[src/rtl/deal_seq_pkg.sv]
// Shared types and constants for the baccarat deal sequencer: state encoding,
// score thresholds and the rank-to-card-value helper.
package deal_seq_pkg;

    localparam int unsigned SCORE_W = 4;
    localparam int unsigned STATE_W = 4;

    typedef enum logic [STATE_W-1:0] {
        ST_DEAL_P1   = 4'd0,
        ST_DEAL_D1   = 4'd1,
        ST_DEAL_P2   = 4'd2,
        ST_DEAL_D2   = 4'd3,
        ST_DECIDE    = 4'd4,
        ST_DEAL_P3   = 4'd5,
        ST_DECIDE_D3 = 4'd6,
        ST_DEAL_D3   = 4'd7,
        ST_RESULT    = 4'd8
    } state_t;

    localparam logic [SCORE_W-1:0] NATURAL_MIN      = SCORE_W'(8);
    localparam logic [SCORE_W-1:0] PLAYER_STAND_MIN = SCORE_W'(6);
    localparam logic [SCORE_W-1:0] FACE_RANK_MIN    = SCORE_W'(10);

    // Tens and face cards count as zero in baccarat.
    function automatic logic [SCORE_W-1:0] card_value(input logic [SCORE_W-1:0] rank);
        return (rank >= FACE_RANK_MIN) ? SCORE_W'(0) : rank;
    endfunction

endpackage

[src/rtl/banker_draw_rule.sv]
// Banker third-card tableau: decides whether the dealer draws, given the
// dealer's two-card score and the rank of the player's third card.
module banker_draw_rule
    import deal_seq_pkg::*;
(
    input  logic [SCORE_W-1:0] dscore,
    input  logic [SCORE_W-1:0] pcard3,
    output logic               draw
);

    logic [SCORE_W-1:0] w_value;

    always_comb begin
        draw    = 1'b0;
        w_value = card_value(pcard3);
        case (dscore)
            4'd0, 4'd1, 4'd2: draw = 1'b1;
            4'd3:             draw = (w_value != SCORE_W'(8));
            4'd4:             draw = (w_value >= SCORE_W'(2)) && (w_value <= SCORE_W'(7));
            4'd5:             draw = (w_value >= SCORE_W'(4)) && (w_value <= SCORE_W'(7));
            4'd6:             draw = (w_value >= SCORE_W'(6)) && (w_value <= SCORE_W'(7));
            default:          draw = 1'b0;
        endcase
    end

endmodule

[src/rtl/deal_sequencer.sv]
// Baccarat deal control FSM: strobes the six card loads, applies the third-card
// rules and lights the winner. DEAL_SEQ_STATE_OUT_EN adds a state_out debug port.
module deal_sequencer
    import deal_seq_pkg::*;
(
    input  logic               slow_clock,
    input  logic               resetb,
    input  logic [SCORE_W-1:0] pscore,
    input  logic [SCORE_W-1:0] dscore,
    input  logic [SCORE_W-1:0] pcard3,
    output logic               load_pcard1,
    output logic               load_pcard2,
    output logic               load_pcard3,
    output logic               load_dcard1,
    output logic               load_dcard2,
    output logic               load_dcard3,
    output logic               player_win_light,
    output logic               dealer_win_light
`ifdef DEAL_SEQ_STATE_OUT_EN
    ,
    output logic [STATE_W-1:0] state_out
`endif
);

    state_t r_state;
    state_t w_next;
    logic   w_dealer_draw;

    banker_draw_rule u_banker_draw_rule (
        .dscore (dscore),
        .pcard3 (pcard3),
        .draw   (w_dealer_draw)
    );

    always_ff @(posedge slow_clock or negedge resetb) begin
        if (!resetb) begin
            r_state <= ST_DEAL_P1;
        end else begin
            r_state <= w_next;
        end
    end

    // Next-state and Moore output decode; lights compare the settled scores in RESULT.
    always_comb begin
        w_next           = r_state;
        load_pcard1      = 1'b0;
        load_pcard2      = 1'b0;
        load_pcard3      = 1'b0;
        load_dcard1      = 1'b0;
        load_dcard2      = 1'b0;
        load_dcard3      = 1'b0;
        player_win_light = 1'b0;
        dealer_win_light = 1'b0;
        case (r_state)
            ST_DEAL_P1: begin
                load_pcard1 = 1'b1;
                w_next      = ST_DEAL_D1;
            end
            ST_DEAL_D1: begin
                load_dcard1 = 1'b1;
                w_next      = ST_DEAL_P2;
            end
            ST_DEAL_P2: begin
                load_pcard2 = 1'b1;
                w_next      = ST_DEAL_D2;
            end
            ST_DEAL_D2: begin
                load_dcard2 = 1'b1;
                w_next      = ST_DECIDE;
            end
            ST_DECIDE: begin
                if ((pscore >= NATURAL_MIN) || (dscore >= NATURAL_MIN)) begin
                    w_next = ST_RESULT;
                end else if (pscore < PLAYER_STAND_MIN) begin
                    w_next = ST_DEAL_P3;
                end else if (dscore < PLAYER_STAND_MIN) begin
                    w_next = ST_DEAL_D3;
                end else begin
                    w_next = ST_RESULT;
                end
            end
            ST_DEAL_P3: begin
                load_pcard3 = 1'b1;
                w_next      = ST_DECIDE_D3;
            end
            ST_DECIDE_D3: begin
                w_next = w_dealer_draw ? ST_DEAL_D3 : ST_RESULT;
            end
            ST_DEAL_D3: begin
                load_dcard3 = 1'b1;
                w_next      = ST_RESULT;
            end
            ST_RESULT: begin
                player_win_light = (pscore >= dscore);
                dealer_win_light = (dscore >= pscore);
                w_next           = ST_RESULT;
            end
            default: begin
                w_next = ST_DEAL_P1;
            end
        endcase
    end

`ifdef DEAL_SEQ_STATE_OUT_EN
    assign state_out = r_state;
`endif

endmodule
[config.mk]
export PLATFORM = sky130hd
export DESIGN_NAME = deal_sequencer
export DESIGN_NICKNAME = d
export VERILOG_FILES = /design/src/rtl/deal_seq_pkg.sv /design/src/rtl/banker_draw_rule.sv /design/src/rtl/deal_sequencer.sv
export SDC_FILE = /design/constraint.sdc
export NUM_CORES = 1
export LEC_CHECK = 0
export BUFFER_PORTS_ARGS = -buffer_cell sky130_fd_sc_hd__buf_4
export CAP_MARGIN = 40
export CORE_UTILIZATION = 30
export DETAILED_ROUTE_END_ITERATION = 10
export GPL_TIMING_DRIVEN = 1
export PLACE_DENSITY_LB_ADDON = 0.05
export SLEW_MARGIN = 15
export SYNTH_ARGS = -nofsm -noshare
export SYNTH_HDL_FRONTEND = slang
export SYNTH_SLANG_ARGS = --single-unit
export TNS_END_PERCENT = 5
[constraint.sdc]
create_clock -name slow_clock -period 1.5 [get_ports slow_clock]
set_input_delay 0.075 -clock slow_clock [delete_from_list [all_inputs] [get_ports slow_clock]]
set_output_delay 0.075 -clock slow_clock [all_outputs]
set_load 0.02 [all_outputs]
=== After elaboration in Yosys (flattened, before gate mapping) ===
Cells that the tools add are included.

* Bits in registers: 4
* Bits of input ports: 14
* Output and inout bits: 8

* Order comparisons: 11
* Equality and inequality tests: 15
* Mux-type cells: 15
* Reductions and logical operators: 8

{| class="wikitable"
|+ Operators with widths
! kind !! number
|-
| 4-bit one-hot mux with 8 select lines || 1
|-
| 4-bit by 3-bit == test with 1-bit output (second input constant) || 7
|-
| 4-bit two-way mux || 5
|-
| 4-bit by 2-bit == test with 1-bit output (second input constant) || 4
|-
| 4-bit greater-or-equal comparator (second input constant) || 3
|-
| 4-bit by 1-bit == test with 1-bit output (second input constant) || 2
|-
| 4-bit by 3-bit greater-or-equal comparator with 1-bit output (second input constant) || 2
|-
| 4-bit greater-or-equal comparator || 2
|-
| 4-bit zero test || 2
|-
| 4-bit by 3-bit less-than comparator with 1-bit output (second input constant) || 2
|-
| 1-bit two-way mux || 8
|-
| 1-bit one-hot mux with 5 select lines || 1
|-
| 4-bit == test (second input constant) || 1
|-
| 4-bit by 2-bit greater-or-equal comparator with 1-bit output (second input constant) || 1
|-
| 4-bit by 3-bit less-or-equal comparator with 1-bit output (second input constant) || 1
|-
| 4-bit inequality test (second input constant) || 1
|-
| 1-bit logical AND || 3
|-
| 3-bit OR reduction || 1
|-
| 2-bit OR reduction || 1
|-
| 1-bit logical OR || 1
|}

=== Longest topological paths before layout ===
* Word-level depth: 7
* Mapped depth: 6
* Gate-level depth less buffers: 6

=== Hierarchy ===
A second synthesis with hierarchy kept.

* Cell total of the unflattened synthesis: 60
* Area total of the unflattened synthesis: 528.0 sq um

{| class="wikitable"
|+ By module, submodules not included
! module !! instances !! cells each !! area each (sq um)
|-
| deal_sequencer || 1 || 53 || 462.9
|-
| banker_draw_rule || 1 || 7 || 65.1
|}

=== Worst setup path before layout ===
OpenSTA, ideal clock, no wires.

* Kind: register to output
* From: reg r_state[0]
* To: out load_pcard1
* Arrival time: 1306 ps
* Slack: 119 ps
* Stages on the path, launching flop included: 3
* Cells stage by stage: dfrtp_1 -> clkbuf_1 -> nor4_1

* Cells in the longest elaborated chain, start to end: 2

{| class="wikitable"
|+ Ends and longest elaborated chain
! element !! RTL line !! RTL
|-
| start: declaration || deal_sequencer.sv:25 || <nowiki>state_t r_state;</nowiki>
|-
| start signal: assignment || deal_sequencer.sv:39 || <nowiki>r_state <= w_next;</nowiki>
|-
| 4-bit zero test || deal_sequencer.sv:54 || <nowiki>case (r_state)</nowiki>
|-
| 1-bit two-way mux || deal_sequencer.sv:54 ||
|-
| end: declaration || deal_sequencer.sv:11 || <nowiki>output logic load_pcard1,</nowiki>
|}

No other way between the ends.

=== Worst setup path after layout ===
* From: reg r_state[3]
* To: out player_win_light

* Cells in the longest elaborated chain, start to end: 2

{| class="wikitable"
|+ Ends and longest elaborated chain
! element !! RTL line !! RTL
|-
| 4-bit == test || deal_sequencer.sv:54 ||
|-
| 1-bit two-way mux || deal_sequencer.sv:54 ||
|-
| end: declaration || deal_sequencer.sv:17 || <nowiki>output logic player_win_light,</nowiki>
|}

No other way between the ends.

==> metrics.txt <==
# TYPE chip_impl_metric gauge
chip_impl_info{name="run_status",value="finished clean"} 1
chip_impl_info{name="main_combinational_cell_family_by_area_after_synthesis",value="simple AND/OR/NAND/NOR gates"} 1
chip_impl_metric{name="synth.top_cell.area_share",unit="%"} 19.0
chip_impl_info{name="min_path_type",value="primary input to async pin"} 1
chip_impl_metric{name="synth_async_sr_flop_share",unit="%"} 100
chip_impl_info{name="regToRegEndpoint",value="r_state[1]$_DFF_PN0_"} 1
chip_impl_info{name="tritoncts_clock_tree",value="yes"} 1
chip_impl_info{name="critPathKind",value="register to primary output"} 1
chip_impl_metric{name="pwr_density_cell",unit="mW/mm^2"} 1750
chip_impl_metric{name="cts_buffers",unit=""} 3
chip_impl_info{name="yosys-top-cells-count",value="sky130_fd_sc_hd__nand2_1, sky130_fd_sc_hd__nor2_1, sky130_fd_sc_hd__inv_1, sky130_fd_sc_hd__nand2b_1, sky130_fd_sc_hd__nor3_1"} 1
chip_impl_metric{name="postLayoutCellArea",unit="um^2"} 852
chip_impl_metric{name="fin_ws",unit="ns"} 0.0102
chip_impl_metric{name="dpl_cell_area",unit="um^2"} 728
chip_impl_info{name="setup.worst_path.end",value="player_win_light"} 1
chip_impl_metric{name="global_route.usage.total",unit="%"} 15.7
chip_impl_metric{name="floorplan.rows",unit=""} 14
chip_impl_metric{name="drt_pass1_iterations",unit=""} 3
chip_impl_metric{name="cts-htree-levels",unit=""} 1
chip_impl_metric{name="synth_cells",unit=""} 68
chip_impl_info{name="largest-register",value="r_state"} 1
chip_impl_info{name="reg.largest.list",value="r_state (4)"} 1
chip_impl_metric{name="fin_util",unit="%"} 54.0
chip_impl_metric{name="antenna-diode-count",unit=""} 0
chip_impl_info{name="cp-start-kind",value="register"} 1
chip_impl_metric{name="timing.final.crit_period",unit="ns"} 1.49
chip_impl_metric{name="ys.warnings.count",unit=""} 0
chip_impl_info{name="synth_flop_type",value="sky130_fd_sc_hd__dfrtp_1"} 1
chip_impl_info{name="clock-root-buffer",value="sky130_fd_sc_hd__clkbuf_4"} 1
chip_impl_metric{name="ios",unit=""} 22
chip_impl_metric{name="worst_skew_pair.late_latency",unit="ns"} 0.23
chip_impl_metric{name="timing.final.hold_violations",unit=""} 0
chip_impl_metric{name="filler_cell_count",unit=""} 152
chip_impl_metric{name="total_power",unit="uW"} 1490
chip_impl_info{name="timing.critical_path.from",value="r_state[3]$_DFF_PN0_"} 1
chip_impl_metric{name="grt_pass1_vias",unit=""} 574
chip_impl_metric{name="port_buffers",unit=""} 21
chip_impl_metric{name="synth.avg_cell_area",unit="um^2"} 7.75
chip_impl_metric{name="number_of_synthesized_flops_with_an_enable_pin",unit=""} 0
chip_impl_metric{name="routabilityCongestion",unit=""} 0.758
chip_impl_metric{name="ys_seq_elements",unit=""} 4
chip_impl_info{name="yosys.area.top_type",value="sky130_fd_sc_hd__dfrtp_1"} 1
chip_impl_metric{name="die_h",unit="um"} 43.9
chip_impl_metric{name="mapped_cell_area",unit="um^2"} 527
chip_impl_metric{name="pin_count_of_the_biggest_net_entering_global_routing",unit=""} 12
chip_impl_metric{name="yosys-mux-area-fraction",unit="%"} 0
chip_impl_metric{name="post-dp-hpwl",unit="mm"} 1.07
chip_impl_metric{name="max_cap_violations",unit=""} 0
chip_impl_metric{name="finalWirelength",unit="mm"} 1.39
chip_impl_metric{name="final.setup_skew",unit="ns"} 0.00328
chip_impl_metric{name="tritoncts_num_sinks",unit=""} 4
chip_impl_metric{name="finish.net_count",unit=""} 119
chip_impl_metric{name="final-max-slew-violation-count",unit=""} 0
chip_impl_metric{name="max_clock_buf_depth",unit=""} 2
chip_impl_metric{name="synth_compound_area_share",unit="%"} 23.8
chip_impl_info{name="cp-end-kind",value="primary output"} 1
chip_impl_metric{name="max_slew.worst_pin.slew",unit="ns"} 0.337
chip_impl_metric{name="yosysSeqAreaShare",unit="%"} 19.0
chip_impl_metric{name="floorplan.die_area",unit="mm^2"} 0.00193
chip_impl_metric{name="grt-ovfl-total",unit=""} 0
chip_impl_metric{name="cp_arrival",unit="ns"} 1.41
chip_impl_metric{name="fraction_of_the_cycle_the_final_worst_path_needs",unit="%"} 99.3
chip_impl_metric{name="yosys.area_share.adder",unit="%"} 9.50
chip_impl_metric{name="synth_xor_xnor_area_share",unit="%"} 1.66
chip_impl_metric{name="worst-r2r-setup-slack",unit="ns"} 0.04
chip_impl_metric{name="critical_path_required",unit="ns"} 1.42
chip_impl_info{name="r2r_start",value="r_state[3]$_DFF_PN0_"} 1
chip_impl_metric{name="routed_wl_per_cell",unit="um"} 12.1
chip_impl_metric{name="drcViolationCount",unit=""} 0
chip_impl_metric{name="power.static_leakage",unit="uW"} 0.000396
chip_impl_metric{name="antenna_found_initial",unit=""} 0
chip_impl_metric{name="max_reg_flops",unit=""} 4
chip_impl_metric{name="cts.reportedPaths.clkPinSlew",unit="ns"} 0.04
chip_impl_metric{name="crit_path_max_fanout",unit=""} 3
chip_impl_metric{name="finalSetupTns",unit="ns"} 0
chip_impl_metric{name="first_iter_violations",unit=""} 14
chip_impl_metric{name="core",unit="mm^2"} 0.00158
chip_impl_metric{name="slew_headroom",unit="%"} 77.2
chip_impl_metric{name="yosys.cell_types.count",unit=""} 34
chip_impl_metric{name="worst_r2r_path_depth",unit=""} 5
chip_impl_metric{name="report.final.setup_viol",unit=""} 0
chip_impl_metric{name="fmaxAchievable",unit="GHz"} 0.671
chip_impl_info{name="synth.top_cells.by_area",value="sky130_fd_sc_hd__dfrtp_1, sky130_fd_sc_hd__ha_1, sky130_fd_sc_hd__nand2b_1"} 1
chip_impl_metric{name="irDropWorstVdd",unit="mV"} 1.03
chip_impl_metric{name="ant_nets",unit=""} 0
chip_impl_metric{name="global_route_wire_length_before_repair",unit="mm"} 2.34
chip_impl_metric{name="vias",unit=""} 599
chip_impl_metric{name="final_layout_size_suffix_gt1_share",unit="%"} 44.4
chip_impl_metric{name="syn_nets",unit=""} 86
chip_impl_metric{name="starting_density_of_the_core",unit="%"} 33.4
chip_impl_metric{name="area_delta_synth_final",unit="%"} 61.8
chip_impl_metric{name="chipWidth",unit="um"} 43.9
chip_impl_metric{name="post_dr_vias_cell",unit=""} 5.21
chip_impl_info{name="rsz0062_at_grt",value="true"} 1
chip_impl_metric{name="place_worst_setup_slack",unit="ns"} 0.0734
chip_impl_metric{name="synth-simple-area-share",unit="%"} 38.5
==> where the power goes <==
part / internal, uW / switching, uW
registers: 164 / 60.5
logic: 564 / 571
clock network: 89.2 / 39.2
==> cell type report <==
cell class / count / area, um^2 / area share (%)
flip-flops and latches: 4 / 100 / 11.7
inverters: 5 / 18.8 / 2.20
repair buffers: 32 / 254 / 29.8
multi-input cells: 55 / 437 / 51.2
clock buffers: 3 / 22.5 / 2.64
well taps: 16 / 20.0 / 2.35
==> layout by cell type (no fill, tap or decap) <==
master,n
sky130_fd_sc_hd__a211oi_1,1
sky130_fd_sc_hd__a21o_1,1
sky130_fd_sc_hd__a21oi_1,1
sky130_fd_sc_hd__a22oi_1,1
sky130_fd_sc_hd__a31o_1,1
sky130_fd_sc_hd__a31oi_1,1
sky130_fd_sc_hd__a32o_1,1
sky130_fd_sc_hd__a41oi_1,2
sky130_fd_sc_hd__and2b_4,1
sky130_fd_sc_hd__and4_1,1
sky130_fd_sc_hd__buf_4,28
sky130_fd_sc_hd__buf_6,3
sky130_fd_sc_hd__clkbuf_4,3
sky130_fd_sc_hd__dfrtp_1,4
sky130_fd_sc_hd__dlygate4sd3_1,1
sky130_fd_sc_hd__ha_1,4
sky130_fd_sc_hd__inv_1,4
sky130_fd_sc_hd__inv_2,1
sky130_fd_sc_hd__nand2_1,6
sky130_fd_sc_hd__nand2b_1,3
sky130_fd_sc_hd__nand2b_4,2
sky130_fd_sc_hd__nand3b_1,1
sky130_fd_sc_hd__nand3b_2,1
sky130_fd_sc_hd__nand4_1,1
sky130_fd_sc_hd__nand4b_1,1
sky130_fd_sc_hd__nor2_1,6
sky130_fd_sc_hd__nor2b_1,2
sky130_fd_sc_hd__nor3_1,4
sky130_fd_sc_hd__nor3_2,1
sky130_fd_sc_hd__nor4_2,1
sky130_fd_sc_hd__nor4_4,1
sky130_fd_sc_hd__nor4b_4,1
sky130_fd_sc_hd__o21a_1,2
sky130_fd_sc_hd__o21ai_0,2
sky130_fd_sc_hd__o21ai_1,1
sky130_fd_sc_hd__o311ai_2,1
sky130_fd_sc_hd__o31a_1,1
sky130_fd_sc_hd__or3b_1,1
sky130_fd_sc_hd__xor2_1,1
==> logic make-up after synthesis <==
family	count (synthesis)
buffers and inverters	9
AO/OA/AOI/OAI	16
flip-flops	4
AND/OR/NAND/NOR	34
adder cells (fa/ha/maj)	4
XOR/XNOR	1
==> through the flow <==
| step | hold WS, ns | cells |
|---|---|---|
| 2_1_floorplan | -0.221 | 68 |
| 3_3_place_gp | -0.128 | 107 |
| 3_5_place_dp | -0.127 | 107 |
| 4_1_cts | 0.170 | 115 |
| 5_1_grt | 0.173 | 115 |
| 6_report | 0.178 | 115 |
==> critical path: stages (launching register included) <==
cell and delay [ns]:
sky130_fd_sc_hd__dfrtp_1 0.35, sky130_fd_sc_hd__buf_6 0.10, sky130_fd_sc_hd__inv_2 0.04, sky130_fd_sc_hd__nor4_4 0.23
sky130_fd_sc_hd__buf_4 0.15, sky130_fd_sc_hd__nand2b_1 0.05, sky130_fd_sc_hd__o21ai_1 0.11, sky130_fd_sc_hd__buf_4 0.15
==> metal layers <==
layer / GRT usage (%) / vias to the layer above / routed length [um]
met5: 0 / - / 0
met4: 3.64 / 0 / 0
met3: 2.50 / 0 / 44
met2: 27.2 / 12 / 694
met1: 20.5 / 274 / 649
li1: - / 313 / -
==> worst min path at each step <==
stage	end	slack [ns]
after floorplan	r_state[0]$_DFF_PN0_	-0.22
after global placement	r_state[2]$_DFF_PN0_	-0.13
after detailed placement	r_state[2]$_DFF_PN0_	-0.13
after CTS	r_state[0]$_DFF_PN0_	0.17
after global routing	r_state[1]$_DFF_PN0_	0.17
final	r_state[0]$_DFF_PN0_	0.18
==> repair_timing <==
action,CTS,global route
setup endpoints to repair,2,6
hold endpoints to repair,4,0
hold buffers,1,0
setup buffers,4,0
pin swaps,2,4
gates resized for setup,4,8
No activity file was read; power rests on OpenSTA's default activity.
